## src/rtl/uart_cmd_ctrl.sv

```systemverilog
// uart_cmd_ctrl - command sequencer behind the UART receiver.
//
// Parses framed byte commands and turns them into register-file writes/reads
// and ALU operations. Results go back to the UART transmit path one byte per
// TX_D_VLD strobe, and only while TX_BUSY is low.
//   0xAA addr data      : register-file write
//   0xBB addr           : register-file read, data byte returned on TX
//   0xCC opA opB fun    : write RF[0]=opA, RF[1]=opB, then run ALU function
//   0xDD fun            : run ALU function on current operands
//   ALU results are returned low byte first, then high byte.
//
// Ports:
//   Clk, RST                 clock; synchronous active-low reset
//   RX_P_DATA, RX_D_VLD      received byte and its one-cycle valid pulse
//   RF_RdData, RF_RdData_VLD register-file read return
//   ALU_OUT, ALU_OUT_VLD     ALU result return
//   TX_BUSY                  transmit path cannot accept a byte
//   RF_Address/WrData/WrEn/RdEn  register-file request (registered)
//   ALU_FUN, ALU_EN          ALU function select and start strobe
//   CLK_GATE_EN              ALU clock enable, high in ALU_FN / ALU_WAIT
//   TX_P_DATA, TX_D_VLD      byte to transmit and its strobe
//
// Build option: define CMD_TIMEOUT_EN to abandon a partial frame after
// TO_CYCLES cycles without a received byte.

module uart_cmd_ctrl #(
    parameter int DATA_W    = 8,
    parameter int ADDR_W    = 4,
    parameter int FUN_W     = 4,
    parameter int TO_CYCLES = 4096
) (
    input  logic                  Clk,
    input  logic                  RST,
    input  logic [DATA_W-1:0]     RX_P_DATA,
    input  logic                  RX_D_VLD,
    input  logic [DATA_W-1:0]     RF_RdData,
    input  logic                  RF_RdData_VLD,
    input  logic [2*DATA_W-1:0]   ALU_OUT,
    input  logic                  ALU_OUT_VLD,
    input  logic                  TX_BUSY,
    output logic [ADDR_W-1:0]     RF_Address,
    output logic [DATA_W-1:0]     RF_WrData,
    output logic                  RF_WrEn,
    output logic                  RF_RdEn,
    output logic [FUN_W-1:0]      ALU_FUN,
    output logic                  ALU_EN,
    output logic                  CLK_GATE_EN,
    output logic [DATA_W-1:0]     TX_P_DATA,
    output logic                  TX_D_VLD
);

    typedef enum logic [3:0] {
        IDLE     = 4'd0,
        WR_ADDR  = 4'd1,
        WR_DATA  = 4'd2,
        RD_ADDR  = 4'd3,
        RD_WAIT  = 4'd4,
        TX_RD    = 4'd5,
        OP_A     = 4'd6,
        OP_B     = 4'd7,
        ALU_FN   = 4'd8,
        ALU_WAIT = 4'd9,
        TX_LO    = 4'd10,
        TX_HI    = 4'd11
    } state_t;

    state_t               state_r, state_nx;
    logic [ADDR_W-1:0]    wr_addr_r, wr_addr_nx;
    logic [DATA_W-1:0]    rd_data_r, rd_data_nx;
    logic [2*DATA_W-1:0]  result_r, result_nx;

    logic [ADDR_W-1:0]    rf_addr_r, rf_addr_nx;
    logic [DATA_W-1:0]    rf_wdata_r, rf_wdata_nx;
    logic                 rf_wen_r, rf_wen_nx;
    logic                 rf_ren_r, rf_ren_nx;
    logic [FUN_W-1:0]     alu_fun_r, alu_fun_nx;
    logic                 alu_en_r, alu_en_nx;
    logic                 clk_gate_r, clk_gate_nx;
    logic [DATA_W-1:0]    tx_data_r, tx_data_nx;
    logic                 tx_vld_r, tx_vld_nx;

`ifdef CMD_TIMEOUT_EN
    localparam int TO_W = (TO_CYCLES > 1) ? $clog2(TO_CYCLES) : 1;
    logic [TO_W-1:0]      to_cnt_r, to_cnt_nx;
    logic                 to_armed_s;
`else
    // TO_CYCLES only matters when the timeout is built in.
    logic                 unused_to_s;
    assign unused_to_s = (TO_CYCLES == 0);
`endif

    // Next-state, latch and registered-output computation.
    always_comb begin
        state_nx    = state_r;
        wr_addr_nx  = wr_addr_r;
        rd_data_nx  = rd_data_r;
        result_nx   = result_r;
        rf_addr_nx  = rf_addr_r;
        rf_wdata_nx = rf_wdata_r;
        rf_wen_nx   = 1'b0;
        rf_ren_nx   = 1'b0;
        alu_fun_nx  = alu_fun_r;
        alu_en_nx   = 1'b0;
        tx_data_nx  = tx_data_r;
        tx_vld_nx   = 1'b0;

        case (state_r)
            IDLE: begin
                if (RX_D_VLD) begin
                    case (RX_P_DATA)
                        8'hAA:   state_nx = WR_ADDR;
                        8'hBB:   state_nx = RD_ADDR;
                        8'hCC:   state_nx = OP_A;
                        8'hDD:   state_nx = ALU_FN;
                        default: state_nx = IDLE;
                    endcase
                end else begin
                    state_nx = IDLE;
                end
            end
            WR_ADDR: begin
                if (RX_D_VLD) begin
                    wr_addr_nx = RX_P_DATA[ADDR_W-1:0];
                    state_nx   = WR_DATA;
                end else begin
                    state_nx = WR_ADDR;
                end
            end
            WR_DATA: begin
                if (RX_D_VLD) begin
                    rf_wen_nx   = 1'b1;
                    rf_addr_nx  = wr_addr_r;
                    rf_wdata_nx = RX_P_DATA;
                    state_nx    = IDLE;
                end else begin
                    state_nx = WR_DATA;
                end
            end
            RD_ADDR: begin
                if (RX_D_VLD) begin
                    rf_ren_nx  = 1'b1;
                    rf_addr_nx = RX_P_DATA[ADDR_W-1:0];
                    state_nx   = RD_WAIT;
                end else begin
                    state_nx = RD_ADDR;
                end
            end
            RD_WAIT: begin
                if (RF_RdData_VLD) begin
                    rd_data_nx = RF_RdData;
                    state_nx   = TX_RD;
                end else begin
                    state_nx = RD_WAIT;
                end
            end
            TX_RD: begin
                if (!TX_BUSY) begin
                    tx_vld_nx  = 1'b1;
                    tx_data_nx = rd_data_r;
                    state_nx   = IDLE;
                end else begin
                    state_nx = TX_RD;
                end
            end
            OP_A, OP_B: begin
                if (RX_D_VLD) begin
                    rf_wen_nx   = 1'b1;
                    rf_addr_nx  = (state_r == OP_A) ? {ADDR_W{1'b0}} : ADDR_W'(1);
                    rf_wdata_nx = RX_P_DATA;
                    state_nx    = (state_r == OP_A) ? OP_B : ALU_FN;
                end else begin
                    state_nx = state_r;
                end
            end
            ALU_FN: begin
                if (RX_D_VLD) begin
                    alu_en_nx  = 1'b1;
                    alu_fun_nx = RX_P_DATA[FUN_W-1:0];
                    state_nx   = ALU_WAIT;
                end else begin
                    state_nx = ALU_FN;
                end
            end
            ALU_WAIT: begin
                if (ALU_OUT_VLD) begin
                    result_nx = ALU_OUT;
                    state_nx  = TX_LO;
                end else begin
                    state_nx = ALU_WAIT;
                end
            end
            TX_LO: begin
                if (!TX_BUSY) begin
                    tx_vld_nx  = 1'b1;
                    tx_data_nx = result_r[DATA_W-1:0];
                    state_nx   = TX_HI;
                end else begin
                    state_nx = TX_LO;
                end
            end
            TX_HI: begin
                if (!TX_BUSY) begin
                    tx_vld_nx  = 1'b1;
                    tx_data_nx = result_r[2*DATA_W-1:DATA_W];
                    state_nx   = IDLE;
                end else begin
                    state_nx = TX_HI;
                end
            end
            default: state_nx = IDLE;
        endcase

`ifdef CMD_TIMEOUT_EN
        // A frame that stalls for TO_CYCLES cycles is abandoned; no byte
        // arrived, so no strobe was set above.
        to_armed_s = state_r inside {WR_ADDR, WR_DATA, RD_ADDR, OP_A, OP_B, ALU_FN};
        if (to_armed_s && !RX_D_VLD && (to_cnt_r == TO_W'(TO_CYCLES - 1))) begin
            state_nx = IDLE;
        end else begin
            state_nx = state_nx;
        end
        if (RX_D_VLD || (state_nx != state_r) || !to_armed_s) begin
            to_cnt_nx = {TO_W{1'b0}};
        end else begin
            to_cnt_nx = to_cnt_r + TO_W'(1);
        end
`endif

        // Registered from the next state so the gate tracks the state exactly
        // and is already open the cycle before ALU_EN can fire.
        clk_gate_nx = (state_nx == ALU_FN) || (state_nx == ALU_WAIT);
    end

    // State, latches and registered outputs.
    always_ff @(posedge Clk) begin
        if (!RST) begin
            state_r    <= IDLE;
            wr_addr_r  <= {ADDR_W{1'b0}};
            rd_data_r  <= {DATA_W{1'b0}};
            result_r   <= {(2*DATA_W){1'b0}};
            rf_addr_r  <= {ADDR_W{1'b0}};
            rf_wdata_r <= {DATA_W{1'b0}};
            rf_wen_r   <= 1'b0;
            rf_ren_r   <= 1'b0;
            alu_fun_r  <= {FUN_W{1'b0}};
            alu_en_r   <= 1'b0;
            clk_gate_r <= 1'b0;
            tx_data_r  <= {DATA_W{1'b0}};
            tx_vld_r   <= 1'b0;
        end else begin
            state_r    <= state_nx;
            wr_addr_r  <= wr_addr_nx;
            rd_data_r  <= rd_data_nx;
            result_r   <= result_nx;
            rf_addr_r  <= rf_addr_nx;
            rf_wdata_r <= rf_wdata_nx;
            rf_wen_r   <= rf_wen_nx;
            rf_ren_r   <= rf_ren_nx;
            alu_fun_r  <= alu_fun_nx;
            alu_en_r   <= alu_en_nx;
            clk_gate_r <= clk_gate_nx;
            tx_data_r  <= tx_data_nx;
            tx_vld_r   <= tx_vld_nx;
        end
    end

`ifdef CMD_TIMEOUT_EN
    // Inter-byte timeout counter.
    always_ff @(posedge Clk) begin
        if (!RST) begin
            to_cnt_r <= {TO_W{1'b0}};
        end else begin
            to_cnt_r <= to_cnt_nx;
        end
    end
`endif

    assign RF_Address  = rf_addr_r;
    assign RF_WrData   = rf_wdata_r;
    assign RF_WrEn     = rf_wen_r;
    assign RF_RdEn     = rf_ren_r;
    assign ALU_FUN     = alu_fun_r;
    assign ALU_EN      = alu_en_r;
    assign CLK_GATE_EN = clk_gate_r;
    assign TX_P_DATA   = tx_data_r;
    assign TX_D_VLD    = tx_vld_r;

endmodule

```

## config.mk

```make
export PLATFORM = sky130hd
export DESIGN_NAME = uart_cmd_ctrl
export DESIGN_NICKNAME = d
export VERILOG_FILES = /design/src/rtl/uart_cmd_ctrl.sv
export SDC_FILE = /design/constraint.sdc
export NUM_CORES = 1
export LEC_CHECK = 0
export BUFFER_PORTS_ARGS = -buffer_cell sky130_fd_sc_hd__buf_2
export CORE_MARGIN = 2
export CORE_UTILIZATION = 25
export CTS_BUF_LIST = sky130_fd_sc_hd__clkbuf_4
export DETAILED_ROUTE_END_ITERATION = 12
export PLACE_DENSITY_LB_ADDON = 0.25
export SETUP_SLACK_MARGIN = 0.4
export SYNTH_ARGS = -nofsm -noshare
export SYNTH_HDL_FRONTEND = slang
export SYNTH_SLANG_ARGS = --single-unit
```

## constraint.sdc

```tcl
create_clock -name Clk -period 2.09 [get_ports Clk]
set_clock_uncertainty 0.15 [all_clocks]
set_input_delay 0.209 -clock Clk [delete_from_list [all_inputs] [get_ports Clk]]
set_output_delay 0.209 -clock Clk [all_outputs]
set_load 0.03 [all_outputs]
```

==> results of run 1 <==
-- worst reg2reg max path, stage by stage (launching register included) --
cell and delay (ns):
dfxtp_2 0.47, buf_4 0.20, inv_1 0.10, and3_1 0.22, a221oi_1 0.29, nor3_1 0.08
-- state kept, by name, indices dropped and copies added (netlist names), 4 cells and up --
signal / cells
result_r: 16
ALU_FUN: 4
TX_P_DATA: 8
RF_WrData: 8
RF_Address: 4
wr_addr_r: 4
rd_data_r: 8
state_r: 4
-- final timing paths --
| path | from | to | slack [ns] | cells after the start |
|---|---|---|---|---|
| setup / recovery | state_r[2] | RF_Address[2] | 0.46 | 5 |
| hold / removal | TX_BUSY | TX_D_VLD | 0.09 | 3 |
| setup reg to reg | state_r[2] | RF_Address[2] | 0.46 | 5 |
| hold reg to reg | TX_P_DATA[4] | TX_P_DATA[4] | 0.31 | 2 |
-- cell families after synthesis --
family,Yosys count,share of synthesized area
compound gates,42,0.111
mux,45,0.165
flops,61,0.445
xor+xnor,1,0.00319
simple gates,117,0.224
buf+inv,21,0.0524
-- placed cells by master, fill, tap and decap left out, drive strengths merged, types with 3 or more instances in the layout --
cell,n
nor3b,3
nor3,3
a21oi,15
dfxtp,61
clkbuf,10
and3b,3
nand2,29
nor2,47
nand3,9
buf,75
o21ai,5
a221oi,3
nand2b,3
dlygate4sd3,33
a31oi,3
mux2i,44
o211ai,8
nand4b,3
and3,3
-- layer usage --
metal | up-vias | track usage | share of wire
li1 | 1210 | - | -
met1 | 1104 | 0.174 | 0.47
met2 | 49 | 0.189 | 0.47
met3 | 7 | 0.0323 | 0.040
met4 | 0 | 0.0604 | 0.013
met5 | - | 0 | 0
-- through the flow --
stage / setup WS [ns] / util / instance area, um^2
after detailed placement: 0.247 / 0.295 / 3190
after CTS: 0.432 / 0.343 / 3700
after global routing: 0.357 / 0.346 / 3730
after global placement: 0.255 / 0.295 / 3190
final: 0.458 / 0.346 / 3730
after floorplan: 0.601 / - / 2750
-- report_power, final --
group          switching, mW  internal (mW)  leakage, nW
clock                  0.433          0.487       0.0799
sequential           0.00130           1.16        0.494
combinational         0.0674         0.0859        0.990
-- timing repair --
item,4_1_cts,5_1_grt
setup buffers,1,0
pin swaps,1,3
hold buffers,33,0
endpoints found under the hold margin,41,0
gates resized for setup,7,7
endpoints found under the setup margin,46,38
-- area by class of cell --
class | instances | share of cell area
clock buffer | 10 | 0.0201
inverter | 2 | 0.00201
antenna | 1 | 0.000671
tap | 140 | 0.0470
sequential | 61 | 0.331
timing repair buffer | 108 | 0.203
multi-input combinational | 205 | 0.376
clock inverter | 5 | 0.0205
==> impl_metrics.ini, run 1 <==
[timing]
unrepaired_setup_endpoints_after_global_routing = true
fmax_mhz = 613
period_minus_slack_ns = 1.63
worstMarginPinSlew_ns = 0.418
fin_crit_sh = 0.781
hold_violations = 0
timing.final.max_slew_violations = 0
setup_violations = 0
relSlewSlack = 0.718
hold-worst-slack_ns = 0.0860
tns_ns = 0

[power]
cellPowerDensity_nw_per_um2 = 599
total_power_mw = 2.23
power_leakage_nw = 1.56
power.ir.vdd_worst_mv = 0.300

[hold_path]
hold_class = in -> reg

[die]
floorplan.io_pins = 67
die_w_um = 109
floorplan.die_area_um2 = 11800
floorplan.initialDensity = 0.254
chipHeight_um = 109
floorplan.rows = 38
core_um2 = 10800

[synth]
synth-seq-area-share = 0.445
postSynth.asyncResetShare = 0
synth_cell_type_count = 47
syn_nets = 325
netlist_top_cells_count = 61 x dfxtp_1, 46 x nor2_1, 44 x mux2i_1
postSynthAreaPerCell_um2 = 9.56
netlist_area_um2 = 2750
synth_largest_area_cell = dfxtp_1
synth.top_cell.area_share = 0.445
yosys.cell_count.top_type = dfxtp_1
cell_types_with_the_largest_area_share_after_synthesis = dfxtp_1 44%, mux2i_1 16%, nor2_1 6.3%
synth_top_flop_cell = dfxtp_1
post_synth_inst_count = 287
synth_seq_cells = 61
synth.yosys.warnings = 0
synth_edf_count = 0

[finish]
fin_cells = 532
final-seq-area_um2 = 1230
layout-drive-gt1-share = 0.284
post_layout_nets = 425
multiInputGateArea_um2 = 1400
layout.filler_cells = 1102
syn_to_final_growth_pct = 35.9

[placed_design]
dp_hpwl_mm = 4.98
placed_cells_incl_taps = 482
gp_congestion = 0.799
port-buffer-count = 66

[run_status]
status = finished clean

[worst_setup_path]
critical_path_buf_inv_count = 2
cp_data_required_time_ns = 2.23
crit_path_max_fo = 10
critical_path_class = reg -> reg
critPathSlowestCell = dfxtp_2
worstSetupStartpointType = flop
path_cells = buf_4 -> inv_1 -> and3_1 -> a221oi_1 -> nor3_1
cp_top_family = flip-flops
cp.arrival_ns = 1.77
setup.worst_path.end_class = flop
worst_path_largest_cell_delay_ns = 0.47

[clock_network]
cts_made_buffers = 9
cts-htree-levels = 3
worst_setup_hold_path_clk_slew_ns = 0.11
tritoncts = done
clk_root_buffer_cell = clkbuf_4
clk_path_buf_depth = 2
sinks_on_the_clock_net = 61
later_pin_clock_latency_in_the_skew_report_ns = 0.41

[routing]
detail_route.wirelength_mm = 7.21
vias = 2370
detail_route.first_pass.iterations = 4
post-route-drc-count = 0
route.antenna.remaining_nets = 0
routed_wire_length_per_instance_um = 13.6
detail_route.iter0.violations = 85
via_per_inst = 4.45

[grt]
grt_overflow_total = 0
grt_antenna_before_repair = 1
first_pass_grt_wire_length_mm = 11.6
pin_count_of_the_biggest_net_entering_global_routing = 54
first_global_vias = 2245
grt.total_usage = 0.128

[flow_run]
max_cap_viol = 0
Note: power is estimated with default switching activity, not from simulation.
==> inputs of run 2 (changes only) <==
- clock period: 2.09 -> 1.5 ns (I/O delays scaled with it)
==> run 2 against run 1 <==
Effect of this change:
- the run now ends with negative setup slack left
- count of clock-buffer cells in the layout decreased by 1
- global-route usage grew 1.6 points
- sequential power is 40% higher
- sequential share of layout area down 4.8 points
- critical endpoint is now wr_addr_r[2]
- largest power group unchanged
==> impl_metrics.ini, run 2 (same netlist as run 1, synthesis figures left out) <==
[timing]
fmax_mhz = 643
fin_crit_sh = 1.04
hold_violations = 0
unrepaired_setup_endpoints_after_global_routing = true
final_critical_path_setup_slack_ns = -0.0550
timing.final.max_slew_violations = 0
setup_violations = 24
tns_ns = -0.503
worstMarginPinSlew_ns = 0.440
period_minus_slack_ns = 1.56
relSlewSlack = 0.705

[worst_setup_path]
worst_path_largest_cell_delay_ns = 0.39
reg2regPathDepth = 7
endpoint_of_the_most_critical_setup_path = wr_addr_r[2]
worst-r2r-setup-slack_ns = -0.06
setup.worst_path.end_class = flop
crit-reg2reg-capture = wr_addr_r[2]
cp.arrival_ns = 1.71
cp_common_cell = buf_6
crit_path_start = state_r[2]
path_cells = buf_6 -> nor3b_4 -> buf_4 -> buf_6 -> nand2_2 -> nand2_1 -> a21oi_1
cp_data_required_time_ns = 1.65
critical_path_class = reg -> reg
r2r_start = state_r[2]
critPathSlowestCell = dfxtp_4
worstSetupStartpointType = flop
crit_path_max_fo = 7

[power]
switching_power_mw = 0.791
p_seq_frac = 0.529
cellPowerDensity_nw_per_um2 = 684
clkPwrFrac = 0.390
power_leakage_nw = 1.84
power.ir.vdd_worst_mv = 0.430
total_power_mw = 3.06
p_int_mw = 2.27
fraction_of_power_spent_switching_nets = 0.258
power.share.combinational = 0.081

[routing]
metal2_wl_mm = 3.93
via_per_inst = 4.50
route.antenna.remaining_nets = 0
detail_route.first_pass.iterations = 4
routedLengthMet1_mm = 3.83
detail_route.wirelength_mm = 8.15
highest_layer = met4
detail_route.iter0.violations = 78
post-route-drc-count = 0
routed_wire_length_per_instance_um = 14.3
vias = 2566
route.met3.wl_um = 264

[finish]
antenna_cells_inserted = 0
multiInputGateArea_um2 = 1560
layout-drive-gt1-share = 0.460
number_of_flip_flops_under_the_largest_register_name = 16
post_layout_nets = 463
mostFrequentLayoutCell = nor2_1
final-seq-area_um2 = 1270
layout.cells.most_common_list = 44 x nor2_1, 40 x mux2i_1, 40 x buf_6
max_flop_register = result_r
layout.filler_cells = 1045
syn_to_final_growth_pct = 62.9

[die]
floorplan.initialDensity = 0.254
core_um2 = 10800
floorplan.rows = 38
floorplan.io_pins = 67
die_w_um = 109
chipHeight_um = 109
floorplan.die_area_um2 = 11800

[placed_design]
gp_congestion = 0.818
dp_hpwl_mm = 5.34
port-buffer-count = 66

[hold_path]
hold_class = in -> reg

[clock_network]
worst_setup_hold_path_clk_slew_ns = 0.12
clk_path_buf_depth = 2
clk_root_buffer_cell = clkbuf_4
sinks_on_the_clock_net = 61
cts_hold_repair.buffers = 33
cts_made_buffers = 9
tritoncts = done
cts-htree-levels = 3
later_pin_clock_latency_in_the_skew_report_ns = 0.42

[grt]
grt.total_usage = 0.144
grt_overflow_total = 0
pin_count_of_the_biggest_net_entering_global_routing = 38
first_global_vias = 2574
grt_antenna_before_repair = 0
first_pass_grt_wire_length_mm = 12.9

[run_status]
status = complete, but fails checks
failed_checks = negative setup slack

[flow_run]
max_cap_viol = 0
-- run 2: changes by cell type in the layout (fill, tap and decap cells not counted), sizes merged --
cell | previous run | this run
inv | 2 | 3
diode | 1 | 0
clkinvlp | 1 | 3
clkbuf | 10 | 9
bufinv | 2 | 1
o21bai | 2 | 3
buf | 75 | 112
-- run 2: worst min-delay path by stage --
stage / startpoint / endpoint / slack (ns) / cells after the start
finish: RX_P_DATA[2] / RF_Address[2] / 0.01 / 4
global placement: ALU_OUT[1] / result_r[1] / 0.23 / 3
detailed placement: ALU_OUT[3] / result_r[3] / 0.24 / 3
floorplan: RST / RF_Address[0] / 0.14 / 2
CTS: RX_P_DATA[3] / state_r[0] / -0.001 / 4
global route: RX_P_DATA[1] / RF_Address[1] / -0.004 / 4
-- run 2: area by class of cell --
cell class                      count  share of cell area
Tap cell                          140              0.0392
Clock buffer                        9              0.0151
Timing Repair Buffer              145               0.294
Sequential cell                    61               0.283
Clock inverter                      7              0.0168
Multi-Input combinational cell    206               0.350
Inverter                            2             0.00168
-- run 2: per-layer routing --
| metal | track usage | up-vias |
|---|---|---|
| met5 | 0 | - |
| met4 | 0.0577 | 0 |
| met3 | 0.0293 | 9 |
| met2 | 0.232 | 44 |
| met1 | 0.188 | 1220 |
| li1 | - | 1293 |
-- run 2: repair_timing --
action	4_1_cts	5_1_grt
pin swaps	16	21
gates cloned	1	0
endpoints found under the hold margin	47	1
endpoints found under the setup margin	90	90
buffers inserted	13	6
resized for setup	111	19
-- run 2: worst max-delay path: cells and delay by family (launching register included) --
| family | cells | cell delay, ns |
|---|---|---|
| buffers and inverters | 3 | 0.42 |
| and+or+nand+nor | 3 | 0.42 |
| DFF | 1 | 0.39 |
| AOI/OAI and AO/OA | 1 | 0.05 |
-- run 2: power by group through the flow --
stage	Clock [mW]	Combinational (mW)	Sequential, mW
6_report	1.19	0.249	1.62
5_1_grt	1.31	0.270	1.62
4_1_cts	1.23	0.246	1.62
3_5_place_dp	0	0.167	1.66
3_3_place_gp	0	0.166	1.66
2_1_floorplan	0	0.0595	1.66
-- run 2: per-stage QoR --
| step | setup slack (ns) | utilization | hold WS (ns) | instances | instance area (um^2) |
|---|---|---|---|---|---|
| 6_report | -0.0550 | 0.414 | 0.0117 | 570 | 4470 |
| 5_1_grt | -0.116 | 0.414 | -0.00391 | 570 | 4470 |
| 4_1_cts | -0.0340 | 0.404 | -0.00130 | 564 | 4360 |
| 3_5_place_dp | -0.114 | 0.318 | 0.241 | 501 | 3430 |
| 3_3_place_gp | -0.150 | 0.318 | 0.232 | 501 | 3430 |
| 2_1_floorplan | 0.0470 | - | 0.138 | 287 | 2810 |
==> inputs of run 3 (changes only) <==
- clock period: 1.5 -> 2 ns (I/O delays scaled with it)
==> run 3 against run 2 <==
Effect of this change:
- the flow now finishes without violations
- register-to-register slack gained 0.49 ns
- non-clock buffer count decreased by 33
- core utilization is 5.8 points lower
- final cell count decreased by 5.8%
- worst hold slack better by 0.059 ns
- combinational power down 33%
- first-iteration DRC count grew 31%
- global-route usage decreased by 1.1 points
- die area unchanged
- flip-flop and latch count unchanged
- via count fell by 4.1%
- power is 27% lower
- critical path type is now in -> reg
- largest cell class unchanged
- highest routed layer unchanged
==> impl_metrics.ini, run 3 (same netlist as run 1, synthesis figures left out) <==
[run_status]
status = finished clean

[placed_design]
pre_cts_setup_slack_ns = 0.195
dp_hpwl_mm = 5.05
port-buffer-count = 66
gp_congestion = 0.823
placed_cells_incl_taps = 483

[die]
floorplan.rows = 38
chipHeight_um = 109
die_w_um = 109
floorplan.io_pins = 67
floorplan.die_area_um2 = 11800
core_um2 = 10800
floorplan.initialDensity = 0.254

[worst_setup_path]
worstSetupStartpointType = input port
critical_path_class = in -> reg
worst-r2r-setup-slack_ns = 0.43
setup.worst_path.end_class = flop
crit_path_max_fo = 6
cp_data_required_time_ns = 2.16
cp.arrival_ns = 1.75

[clock_network]
tritoncts = done
clk_path_buf_depth = 2
cts_made_buffers = 9
later_pin_clock_latency_in_the_skew_report_ns = 0.40
clk_root_buffer_cell = clkbuf_4
sinks_on_the_clock_net = 61
cts-htree-levels = 3
worst_setup_hold_path_clk_slew_ns = 0.11

[finish]
fin_cells = 537
max_flop_register = result_r
layout.filler_cells = 1098
layout.cells.most_common_list = 66 x buf_2, 57 x dfxtp_1, 45 x nor2_1
syn_to_final_growth_pct = 40.1
post_layout_nets = 429
mostFrequentLayoutCell = buf_2
number_of_flip_flops_under_the_largest_register_name = 16
layout-drive-gt1-share = 0.318

[routing]
vias = 2461
detail_route.first_pass.iterations = 4
detail_route.wirelength_mm = 7.63
via_per_inst = 4.58
route.antenna.remaining_nets = 0
post-route-drc-count = 0
routed_wire_length_per_instance_um = 14.2
detail_route.iter0.violations = 102

[grt]
pin_count_of_the_biggest_net_entering_global_routing = 54
first_pass_grt_wire_length_mm = 12.1
grt_overflow_total = 0
grt_antenna_before_repair = 1
first_global_vias = 2353
grt.total_usage = 0.133

[timing]
unrepaired_setup_endpoints_after_global_routing = true
worstMarginPinSlew_ns = 0.320
relSlewSlack = 0.783
hold_violations = 0
period_minus_slack_ns = 1.58
tns_ns = 0
fmax_mhz = 632
setup_violations = 0
final_critical_path_setup_slack_ns = 0.417
timing.final.max_slew_violations = 0
fin_crit_sh = 0.792

[power]
cellPowerDensity_nw_per_um2 = 581
power_leakage_nw = 1.61
total_power_mw = 2.23
power.ir.vdd_worst_mv = 0.212

[hold_path]
hold_class = in -> reg

[flow_run]
max_cap_viol = 0
## run 3: path summary, 6_finish.rpt
path                      from            to  depth (start not counted)
setup reg to reg    state_r[1]    state_r[1]                          4
setup / recovery  RX_P_DATA[2]    state_r[1]                          5
hold reg to reg   TX_P_DATA[4]  TX_P_DATA[4]                          2
hold / removal        RX_D_VLD        ALU_EN                          3
## run 3: area by class of cell
cell class / count / area [um^2] / share of cell area
repair buffers: 112 / 812 / 0.211
clock buffers: 11 / 82.6 / 0.0215
clock inverters: 5 / 51.3 / 0.0133
multi-input cells: 205 / 1480 / 0.385
diodes: 1 / 2.50 / 0.000651
flip-flops and latches: 61 / 1240 / 0.321
well taps: 140 / 175 / 0.0455
inverters: 2 / 7.51 / 0.00195
## run 3: timing repair
action	4_1_cts	5_1_grt
hold endpoints to repair	41	0
pin swaps	2	2
hold buffers	34	0
endpoints found under the setup margin	47	28
setup buffers	1	2
resized for setup	12	21
## run 3: metal layers
layer / routed length, um / part of all wire / track usage
met5: 0 / 0 / 0
met1: 3550 / 0.46 / 0.176
met3: 318 / 0.042 / 0.0329
met4: 238 / 0.031 / 0.0778
met2: 3530 / 0.46 / 0.196
## run 3: metrics by stage
step	hold slack [ns]	cell area (um^2)	utilization
2_1_floorplan	0.188	2750	-
3_3_place_gp	0.284	3190	0.296
3_5_place_dp	0.293	3190	0.296
4_1_cts	0.0679	3720	0.345
5_1_grt	0.0575	3850	0.356
6_report	0.0706	3850	0.356
## run 3: worst max-delay path: stages
cell	delay, ns
dlygate4sd3_1	0.53
buf_2	0.18
nor4bb_2	0.38
nand4b_1	0.20
a41oi_2	0.26
## run 3: power by group
part / switching [mW] / internal [mW] / leakage (nW)
Clock: 0.453 / 0.402 / 0.0743
Sequential: 0.00116 / 1.21 / 0.494
Combinational: 0.0748 / 0.0929 / 1.05
Total: 0.528 / 1.70 / 1.61
